[config.mk]
export PLATFORM = sky130hd
export DESIGN_NAME = vgascanout
export DESIGN_NICKNAME = d
export VERILOG_FILES = /design/src/rtl/vgascanout.sv
export SDC_FILE = /design/constraint.sdc
export NUM_CORES = 1
export LEC_CHECK = 0
export CORE_MARGIN = 3
export CORE_UTILIZATION = 25
export CTS_BUF_LIST = sky130_fd_sc_hd__clkbuf_2 sky130_fd_sc_hd__clkbuf_4 sky130_fd_sc_hd__clkbuf_8
export DETAILED_ROUTE_END_ITERATION = 12
export GPL_ROUTABILITY_DRIVEN = 0
export HOLD_SLACK_MARGIN = 0.03
export PLACE_DENSITY = 0.44
export SLEW_MARGIN = 20
export SYNTH_ARGS = -nofsm -noshare
export SYNTH_HDL_FRONTEND = slang
export SYNTH_SLANG_ARGS = --single-unit
[constraint.sdc]
create_clock -name aclk -period 5.06 [get_ports aclk]
set_input_delay 1.012 -clock aclk [delete_from_list [all_inputs] [get_ports aclk]]
set_output_delay 1.012 -clock aclk [all_outputs]
set_load 0.02 [all_outputs]
[src/rtl/vgascanout.sv]
// Pixel scanout stage: FWFT pixel FIFO feeding a registered RGB/sync output, locked to frame
// starts via tuser, blanking and resynchronising on starvation or misalignment.
module vgascanout #(
  parameter int unsigned FIFO_DEPTH = 16
) (
  input  logic        aclk,
  input  logic        aresetn,
  input  logic        hsync,
  input  logic        vsync,
  input  logic        hblank,
  input  logic        vblank,
  input  logic        select,
  input  logic [11:0] x,
  input  logic [11:0] y,
  input  logic [23:0] s_tdata,
  input  logic        s_tvalid,
  output logic        s_tready,
  input  logic        s_tuser,
  output logic [7:0]  vga_r,
  output logic [7:0]  vga_g,
  output logic [7:0]  vga_b,
  output logic        vga_hsync,
  output logic        vga_vsync,
  output logic        underflow
);

  localparam int unsigned AW = $clog2(FIFO_DEPTH);
  localparam int unsigned CW = AW + 1;

  typedef enum logic [1:0] {StHunt, StFill, StRun, StFlush} state_e;

  state_e          state_q, state_d;
  logic [24:0]     mem_q [FIFO_DEPTH];
  logic [AW-1:0]   wr_ptr_q, wr_ptr_d, rd_ptr_q, rd_ptr_d;
  logic [CW-1:0]   count_q, count_d;
  logic [23:0]     rgb_q, rgb_d;
  logic            hsync_q, vsync_q, uf_q, uf_d;

  logic        accept, push, pop, active, origin, empty;
  logic [24:0] head;

  // Gated by reset so the handshake is quiet while the block is held in reset.
  assign s_tready = aresetn && (state_q != StFlush) && (count_q < CW'(FIFO_DEPTH));
  assign accept   = s_tvalid && s_tready;
  assign active   = select && !hblank && !vblank;
  assign origin   = (x == 12'd0) && (y == 12'd0);
  assign empty    = (count_q == '0);
  assign head     = mem_q[rd_ptr_q];

  always_comb begin
    state_d = state_q;
    push    = 1'b0;
    pop     = 1'b0;
    uf_d    = uf_q;
    rgb_d   = '0;
    unique case (state_q)
      StHunt: begin
        if (accept && s_tuser) begin
          push    = 1'b1;
          state_d = StFill;
        end
      end
      StFill: begin
        push = accept;
        if (active && origin) begin
          pop     = 1'b1;
          state_d = StRun;
        end
      end
      StRun: begin
        push = accept;
        if (active) begin
          // A frame-start tag must coincide exactly with the (0,0) slot.
          if (empty || (head[24] != origin)) begin
            uf_d    = 1'b1;
            state_d = StFlush;
          end else begin
            pop = 1'b1;
          end
        end
      end
      StFlush: state_d = StHunt;
      default: state_d = StHunt;
    endcase
    if (pop) rgb_d = head[23:0];
  end

  always_comb begin
    wr_ptr_d = wr_ptr_q;
    rd_ptr_d = rd_ptr_q;
    count_d  = count_q;
    if (state_q == StFlush) begin
      wr_ptr_d = '0;
      rd_ptr_d = '0;
      count_d  = '0;
    end else begin
      if (push) wr_ptr_d = wr_ptr_q + AW'(1);
      if (pop)  rd_ptr_d = rd_ptr_q + AW'(1);
      count_d = count_q + CW'(push) - CW'(pop);
    end
  end

  always_ff @(posedge aclk or negedge aresetn) begin
    if (!aresetn) begin
      state_q  <= StHunt;
      wr_ptr_q <= '0;
      rd_ptr_q <= '0;
      count_q  <= '0;
      rgb_q    <= '0;
      hsync_q  <= 1'b0;
      vsync_q  <= 1'b0;
      uf_q     <= 1'b0;
    end else begin
      state_q  <= state_d;
      wr_ptr_q <= wr_ptr_d;
      rd_ptr_q <= rd_ptr_d;
      count_q  <= count_d;
      rgb_q    <= rgb_d;
      hsync_q  <= hsync;
      vsync_q  <= vsync;
      uf_q     <= uf_d;
    end
  end

  always_ff @(posedge aclk) begin
    if (push) mem_q[wr_ptr_q] <= {s_tuser, s_tdata};
  end

  assign vga_r     = rgb_q[23:16];
  assign vga_g     = rgb_q[15:8];
  assign vga_b     = rgb_q[7:0];
  assign vga_hsync = hsync_q;
  assign vga_vsync = vsync_q;
  assign underflow = uf_q;

endmodule

# After elaboration in Yosys (flattened, before gate mapping)
# Memories as Yosys holds them, arrays and structs flattened.
# Cells that the tools add are included.
# Widths: inputs -> output; s select.
# word_totals
reg_bits	42
mem_bits_rw	400
input_bits	57
out_inout_bits	28
word_cells	62
mem_count	1
# mem_list
memory	words	word_bits	rd	rd_clocked_by_memory_dff	wr	line	source
mem_q	16	25	1	0	1	33	logic [24:0] mem_q [FIFO_DEPTH];
# op_classes
add_sub_neg	4
n_lt_le_gt_ge	1
n_eq_ne	9
n_mux	19
n_reduce_logical	20
# ops
cell	count
$logic_not 12->1	2
$mux 24	1
$mux 4	4
$ne 2x2->1 const B	5
$add 4x1->4 const B	2
$logic_and 1x1->1	8
$mux 2	4
$pmux 2 s4	1
$mux 1	6
$add 5x1->5	1
$logic_not 5->1	1
$lt 5x5->1 const B	1
$mux 5	1
$sub 5x1->5	1
$eq 2x2->1 const B	2
$pmux 1 s2	2
$reduce_and 4->1	1
$reduce_bool 2->1	2
$reduce_and 3->1	1
$eq 2x1->1 const B	1
$logic_not 1->1	2
$logic_not 2->1	1
$reduce_or 2->1	1
$logic_or 1x1->1	1
$ne 1x1->1	1

# Logic depth before layout (Yosys ltp)
# Gate-level depths: netlist of run 1.
# logic_depth
depth_word	10
depth_mapped	18
ltp_nobuf	17

# Worst setup path after synthesis of run 1
# No wires, ideal clock.
# synth_timing
path_kind	input -> register
from	input port aresetn
to	register count_q[4]
t_arrival_ns	3.615
path_slack_ns	1.367
path_stages	14
path_buffers	1
path_cell_list	nor3b_1 > and3_1 > clkbuf_1 > inv_1 > ha_1 > inv_1 > ha_1 > inv_1 > fa_1 > inv_1 > a21oi_1 > nor2_1 > or3_1 > a21oi_1
# synth_between
elab_chain_len	9
# synth_rtl
item	line	source
start, declared	7	input logic aresetn,
$logic_and 1x1->1 (*) (2 in series)	43	assign s_tready = aresetn && (state_q != StFlush) && (count_q < CW'(FIFO_DEPTH));
$logic_and 1x1->1 (*)	44	assign accept = s_tvalid && s_tready;
$logic_and 1x1->1	58	if (accept && s_tuser) begin
$mux 1	58	
$pmux 1 s2 (*)	56	unique case (state_q)
$add 5x1->5 (*)	99	count_d = count_q + CW'(push) - CW'(pop);
$sub 5x1->5 (*)	99	
$mux 5 (*)	92	if (state_q == StFlush) begin
via count_d[4]	35	logic [CW-1:0] count_q, count_d;
end signal, assigned	117	count_q <= count_d;
end, declared	35	
# Mark *: on every way through the listed nets, which the timed path passes. The rest lies on a longest branch.
# A chain may end at the register's enable or synchronous reset.

# Worst setup path after layout of run 1
# layout_timing
from	register rd_ptr_q[1]
to	register count_q[4]
# layout_between
elab_chain_len	8
# layout_rtl
item	line	source
start, declared	34	logic [AW-1:0] wr_ptr_q, wr_ptr_d, rd_ptr_q, rd_ptr_d;
start signal, assigned	116	rd_ptr_q <= rd_ptr_d;
$mem_v2 16x25	n/a	
$ne 1x1->1	74	if (empty || (head[24] != origin)) begin
$logic_or 1x1->1	74	
$mux 1	74	
$mux 1	72	if (active) begin
$pmux 1 s2	56	
$sub 5x1->5	99	
$mux 5	92	
via count_d[4]	35	
# The timed path passes the listed nets, and every way through them passes these cells.

==> flow_metrics.tcl, run 1 <==
set metrics [dict create \
    grt_pass1_vias 8853 \
    crit_type "reg2reg" \
    viasPerCell 4.32 \
    r2r-start "rd_ptr_q[1]" \
    cp-end-kind "flip-flop" \
    core_um2 67500 \
    critPathRequiredTime_ps 5610 \
    hold_violations 0 \
    io_pins 85 \
    synth_top_family_by_area "multiplexers" \
    drv_slew 0 \
    numCtsBuffers 77 \
    routed_wl_um 41200 \
    cts_max_path_buffers 3 \
    ys_seq_area_share_pct 76.3 \
    syn-num-nets 830 \
    drive_gt1_share_pct 31.6 \
    setup_viol 0 \
    r2r-end "count_q[4]" \
    hold_class "reg2reg" \
    hold_depth 1 \
    clock_latency_ps 630 \
    track_usage_pct 11.7 \
    cts_tree "done" \
    leakage_nw 6.69 \
    rsz0062_at_grt "no" \
    yosys.area_share.adder_pct 1.29 \
    cts_setup_buffers 0 \
    synth_compound_area_share_pct 0.687 \
    start_kind "flip-flop" \
    grt_pass1_wl_um 60100 \
    rr_worst_depth 15 \
    clk_pin_slew_ps 60 \
    initial_utilization_pct 25.4 \
    num_rows 95 \
    final.setup.tns_ps 0 \
    hold_start "underflow" \
    htreeDepth 3 \
    dr.pass1.iters 4 \
    die_w_um 268 \
    hold_buffers 0 \
    fillers 6533 \
    finalCriticalPeriod_ps 3650 \
    nets 984 \
    postSynthCellCount 756 \
    die_h_um 268 \
    syn_area_um2 17100 \
    utilization_pct 30.8 \
    port_buffers 84 \
    grt_max_degree 89 \
    skew_ps 23.0 \
    synthXorXnorAreaFrac_pct 0.358 \
    antenna_found_initial 1 \
    drc_errors 0 \
    vdd_drop_max_mv 0.142 \
    hold_path_end "underflow" \
    status "finished clean" \
    path_max_fanout 39 \
    worst-endpoint-arrival_ps 4200 \
    fin_crit_sh_pct 72.1 \
    die_area_um2 71700 \
    worst_pin_slew_ps 1060 \
    avgSynthCellArea_um2 22.7 \
    avgRoutedWirePerCell_um 22.4 \
    r2r_slack_ps 1410 \
    ant_nets 0 \
    power_density_nw_per_um2 351 \
    overflow 0 \
    fmax_mhz 274 \
    synthSimpleGateAreaFrac_pct 3.18 \
    yosysUniqueCellTypes 42 \
    synth_warnings 0 \
    seqCellArea_um2 13100 \
    root_buffer "clkbuf_8" \
    ys_seq_elements 442 \
    finalPower_mw 7.31 \
    hold_slack_ps 480 \
    max_cap_viol_count 0 \
    cts.repair.resized 0 \
    clock_sinks 442 \
    synth_mux_area_share_pct 17.0 \
    routed-via-count 7974 \
    slew_headroom_pct 29.5 \
    post-dp-hpwl_um 21700 \
    multi_input_area_um2 3880 \
    syn_to_final_growth_pct 21.4 \
    dr.first_iter.drc_count 533 \
]
==> state kept, by name, indices dropped and copies added (netlist names) <==
signal,count
wr_ptr_q,4
rgb_q,24
underflow,1
count_q,5
state_q,2
rd_ptr_q,4
vga_hsync,1
vga_vsync,1
mem_q,400
==> where the power goes <==
part | internal [mW] | leakage (nW) | switching (mW)
Sequential | 3.99 | 4.14 | 0.00257
Combinational | 0.0539 | 1.75 | 0.0726
Clock | 1.78 | 0.800 | 1.41
==> cells in the mapped netlist <==
library cell,n,area (um^2)
o31ai_1,1,7.51
clkbuf_1,19,71.3
and2_1,40,250
dfrtp_1,42,1050
fa_1,1,20.0
nor3_1,2,10.0
nor2b_1,4,25.0
mux2i_1,2,20.0
mux2i_2,1,13.8
a21boi_0,1,7.51
nor2_1,14,52.6
o21ba_2,1,10.0
nor4_1,6,37.5
buf_4,1,7.51
and3_1,4,25.0
or3_1,2,12.5
a21o_1,2,15.0
o2111a_1,1,11.3
o21ai_0,2,10.0
a31o_2,1,8.76
ha_1,16,200
nor4bb_1,1,10.0
edfxtp_1,400,12000
nand4_1,4,25.0
mux2_2,2,22.5
mux4_2,124,2790
a21boi_4,1,18.8
inv_1,12,45.0
mux2_1,2,22.5
nand3_1,2,10.0
a21oi_1,4,20.0
mux2i_4,2,45.0
buf_2,9,45.0
buf_6,2,22.5
nor3b_1,3,22.5
xor2_1,4,35.0
xnor2_1,3,26.3
buf_1,3,11.3
or4b_2,1,10.0
o22a_1,1,8.76
nand2b_1,2,12.5
nand2_1,11,41.3
==> layout make-up <==
cell class                 instances  share of cell area (%)
multi-input combinational        268                    18.7
clock inverter                    25                   0.728
sequential                       442                    62.9
timing repair buffer             109                    5.65
antenna                            1                  0.0120
tap                              873                    5.25
clock buffer                     115                    6.59
inverter                          12                   0.217
==> how the worst max path moves through the flow <==
stage | startpoint | to | slack [ps]
after CTS | rd_ptr_q[1] | count_q[4] | 1340
after global placement | x[1] | count_q[4] | 950
final | rd_ptr_q[1] | count_q[4] | 1410
after global routing | rd_ptr_q[1] | count_q[4] | 1150
after detailed placement | y[8] | count_q[4] | 880
after floorplan | aresetn | count_q[4] | 1370
==> routing by layer <==
layer / track usage, % / share of wire (%)
met1: 15.6 / 45
met2: 18.9 / 48
met3: 2.54 / 4.7
met4: 4.58 / 2.4
met5: 0 / 0.032
==> stage by stage <==
stage / instances / setup slack (ps) / instance area, um^2
after CTS: 1844 / 1340 / 20800
after detailed placement: 1704 / 881 / 19300
after floorplan: 756 / 1370 / 17100
after global placement: 1704 / 951 / 19300
after global routing: 1844 / 1150 / 20800
final: 1845 / 1410 / 20800
==> placed cells by master, fill, tap and decap left out, types with 3 or more instances in the layout <==
master	instances
and2_2	16
clkinv_1	12
xor2_1	4
buf_4	13
ha_1	16
nor3b_1	3
edfxtp_1	400
clkinvlp_4	5
clkinv_2	6
nand4_1	4
clkdlybuf4s50_1	83
nor2_1	14
clkbuf_8	81
nand2_1	11
nor2b_1	4
mux4_2	124
xnor2_1	3
inv_1	12
a21oi_1	4
and3_1	4
and2_1	24
dfrtp_1	38
buf_12	12
clkbuf_4	34
nor4_1	6
==> cell families after synthesis <==
family,after synthesis
buffers and inverters,46
xor gates and xnor gates,7
DFF,442
and+or+nand+nor,96
adders and majority gates,17
AOI/OAI and AO/OA,15
muxes,133
==> critical path: stages (launching register included) <==
cell,delay (ps)
dfrtp_4,850
mux4_2,400
mux2i_1,250
mux2i_4,160
mux2i_2,330
a21boi_4,90
ha_1,280
inv_1,40
ha_1,180
inv_1,70
fa_1,200
inv_1,50
a21oi_1,120
nor2_1,60
or3_1,340
a21oi_1,140
Note: power is estimated with default switching activity, not from simulation.
==> run 2: changes to the inputs <==
==> constraint.sdc (replaced) <==
create_clock -name aclk -period 3.7 [get_ports aclk]
set_input_delay 0.74 -clock aclk [delete_from_list [all_inputs] [get_ports aclk]]
set_output_delay 0.74 -clock aclk [all_outputs]
set_load 0.02 [all_outputs]
==> flow_metrics.tcl, run 2 (synthesis results as in run 1) <==
set metrics [dict create \
    status "finished clean" \
    path_max_fanout 3 \
    final.setup.tns_ps 0 \
    top_register "mem_q" \
    hold_violations 0 \
    crit_path_max_incr_delay_ps 630 \
    placed_area_um2 19400 \
    skew_ps 23.9 \
    slew_headroom_pct 38.5 \
    r2r-start "count_q[2]" \
    critPathRequiredTime_ps 4250 \
    drc_errors 0 \
    viasPerCell 4.37 \
    max_cap_viol_count 0 \
    worst-endpoint-arrival_ps 3920 \
    rr_worst_depth 17 \
    dp_slack_ps -168 \
    clock_latency_ps 640 \
    track_usage_pct 11.9 \
    clock_sinks 442 \
    power_density_nw_per_um2 479 \
    fmax_mhz 297 \
    core_um2 67500 \
    io_pins 85 \
    cts_max_path_buffers 3 \
    crit_path_end "count_q[4]" \
    drive_gt1_share_pct 32.4 \
    worst_pin_slew_ps 922 \
    root_buffer "clkbuf_8" \
    largest_reg_flops 400 \
    leakage_nw 6.80 \
    cp_slowest_cell "or4b_2" \
    cp-end-kind "flip-flop" \
    numCtsBuffers 77 \
    path_cells "inv_1 > ha_1 > or4b_2 > nand2_1 > o21ba_2 > mux2i_4 > a21boi_4 > ha_1 > inv_1 > ha_1 > inv_1 > fa_1 > inv_1 > a21oi_1 > nor2_1 > or3_1 > a21oi_1" \
    nets 1002 \
    overflow 0 \
    final_cell_mix "edfxtp_1, mux4_2, clkbuf_8" \
    avgRoutedWirePerCell_um 22.5 \
    htreeDepth 3 \
    antenna_found_initial 0 \
    crit_type "reg2reg" \
    setup_viol 0 \
    antenna_cells 0 \
    cp-startpoint "count_q[2]" \
    die_h_um 268 \
    start_kind "flip-flop" \
    hold_buffers 0 \
    crit_top_cell "inv_1" \
    routed-via-count 8116 \
    seqCellArea_um2 13100 \
    dr.first_iter.drc_count 639 \
    final_common_cell "edfxtp_1" \
    cts_tree "done" \
    grt_pass1_vias 8748 \
    dr.pass1.iters 4 \
    multi_input_area_um2 3890 \
    r2r_slack_ps 330 \
    drv_slew 0 \
    finalCriticalPeriod_ps 3370 \
    num_rows 95 \
    die_w_um 268 \
    r2r-end "count_q[4]" \
    timing.final.ws_setup_ps 331 \
    post-dp-hpwl_um 23200 \
    ant_nets 0 \
    port_buffers 84 \
    rsz0062_at_grt "no" \
    die_area_um2 71700 \
    fin_area_um2 21000 \
    routed_wl_um 41800 \
    finalPower_mw 10.0 \
    grt_pass1_wl_um 61100 \
    hold_class "in2async" \
    clk_pin_slew_ps 60 \
    syn_to_final_growth_pct 22.5 \
    vdd_drop_max_mv 0.171 \
    grt_max_degree 77 \
    initial_utilization_pct 25.4 \
    reg_top3 "mem_q (400), rgb_q (24), count_q (5)" \
    fin_crit_sh_pct 91.0 \
    fillers 6521 \
]
## run 2: changes by cell type in the layout (fill, tap and decap cells not counted), moves of 2 or more
| cell | previous run | this run |
|---|---|---|
| clkinv_2 | 6 | 4 |
| clkinvlp_4 | 5 | 3 |
| buf_4 | 13 | 27 |
| clkinv_1 | 12 | 15 |
| buf_12 | 12 | 16 |
| clkbuf_8 | 81 | 85 |
| clkbuf_4 | 34 | 28 |
## run 2: final cells by class
class                           count  share of cell area [%]
Inverter                           12                   0.215
Clock buffer                      113                    6.58
Tap cell                          873                    5.21
Timing Repair Buffer              127                    6.48
Sequential cell                   442                    62.3
Clock inverter                     24                   0.656
Multi-Input combinational cell    268                    18.5
## run 2: worst min-delay path by stage
stage	end	slack, ps	cells past startpoint
after global placement	underflow	460	1
after detailed placement	underflow	460	1
after CTS	rgb_q[0]	290	2
after floorplan	count_q[0]	440	0
final	rgb_q[0]	310	2
after global routing	rgb_q[0]	330	2
## run 2: worst max-delay path, delay by kind of cell (launching register included)
family / cells / cell delay [ps]
and+or+nand+nor: 4 / 1150
adders and majority gates: 4 / 800
AOI/OAI and AO/OA: 4 / 550
DFF: 1 / 380
buffers and inverters: 4 / 230
muxes: 1 / 180
## run 2: metal layers
layer	share of wire [%]	GRT usage, %	vias to the layer above	wire length [um]
li1	-	-	3490	-
met1	44	15.8	4377	18600
met2	49	19.4	195	20400
met3	4.8	2.59	54	2000
met4	1.9	4.16	0	785
met5	0	0	-	0
## run 2: timing repair
action,4_1_cts,5_1_grt
resized for setup,0,1
setup endpoints to repair,0,1
buffers inserted,0,1
## run 2: report_power, final
| group | leakage [nW] | switching (mW) | internal [mW] |
|---|---|---|---|
| logic | 1.85 | 0.100 | 0.0745 |
| registers | 4.14 | 0.00347 | 5.45 |
| clock network | 0.798 | 1.96 | 2.45 |
## run 2: per-stage QoR
stage          hold WS (ps)  std cells  utilization, %
6_report                307       1859            31.1
5_1_grt                 327       1859            31.1
4_1_cts                 295       1858            31.0
3_5_place_dp            461       1721            28.8
3_3_place_gp            456       1721            28.8
2_1_floorplan           444        756               -
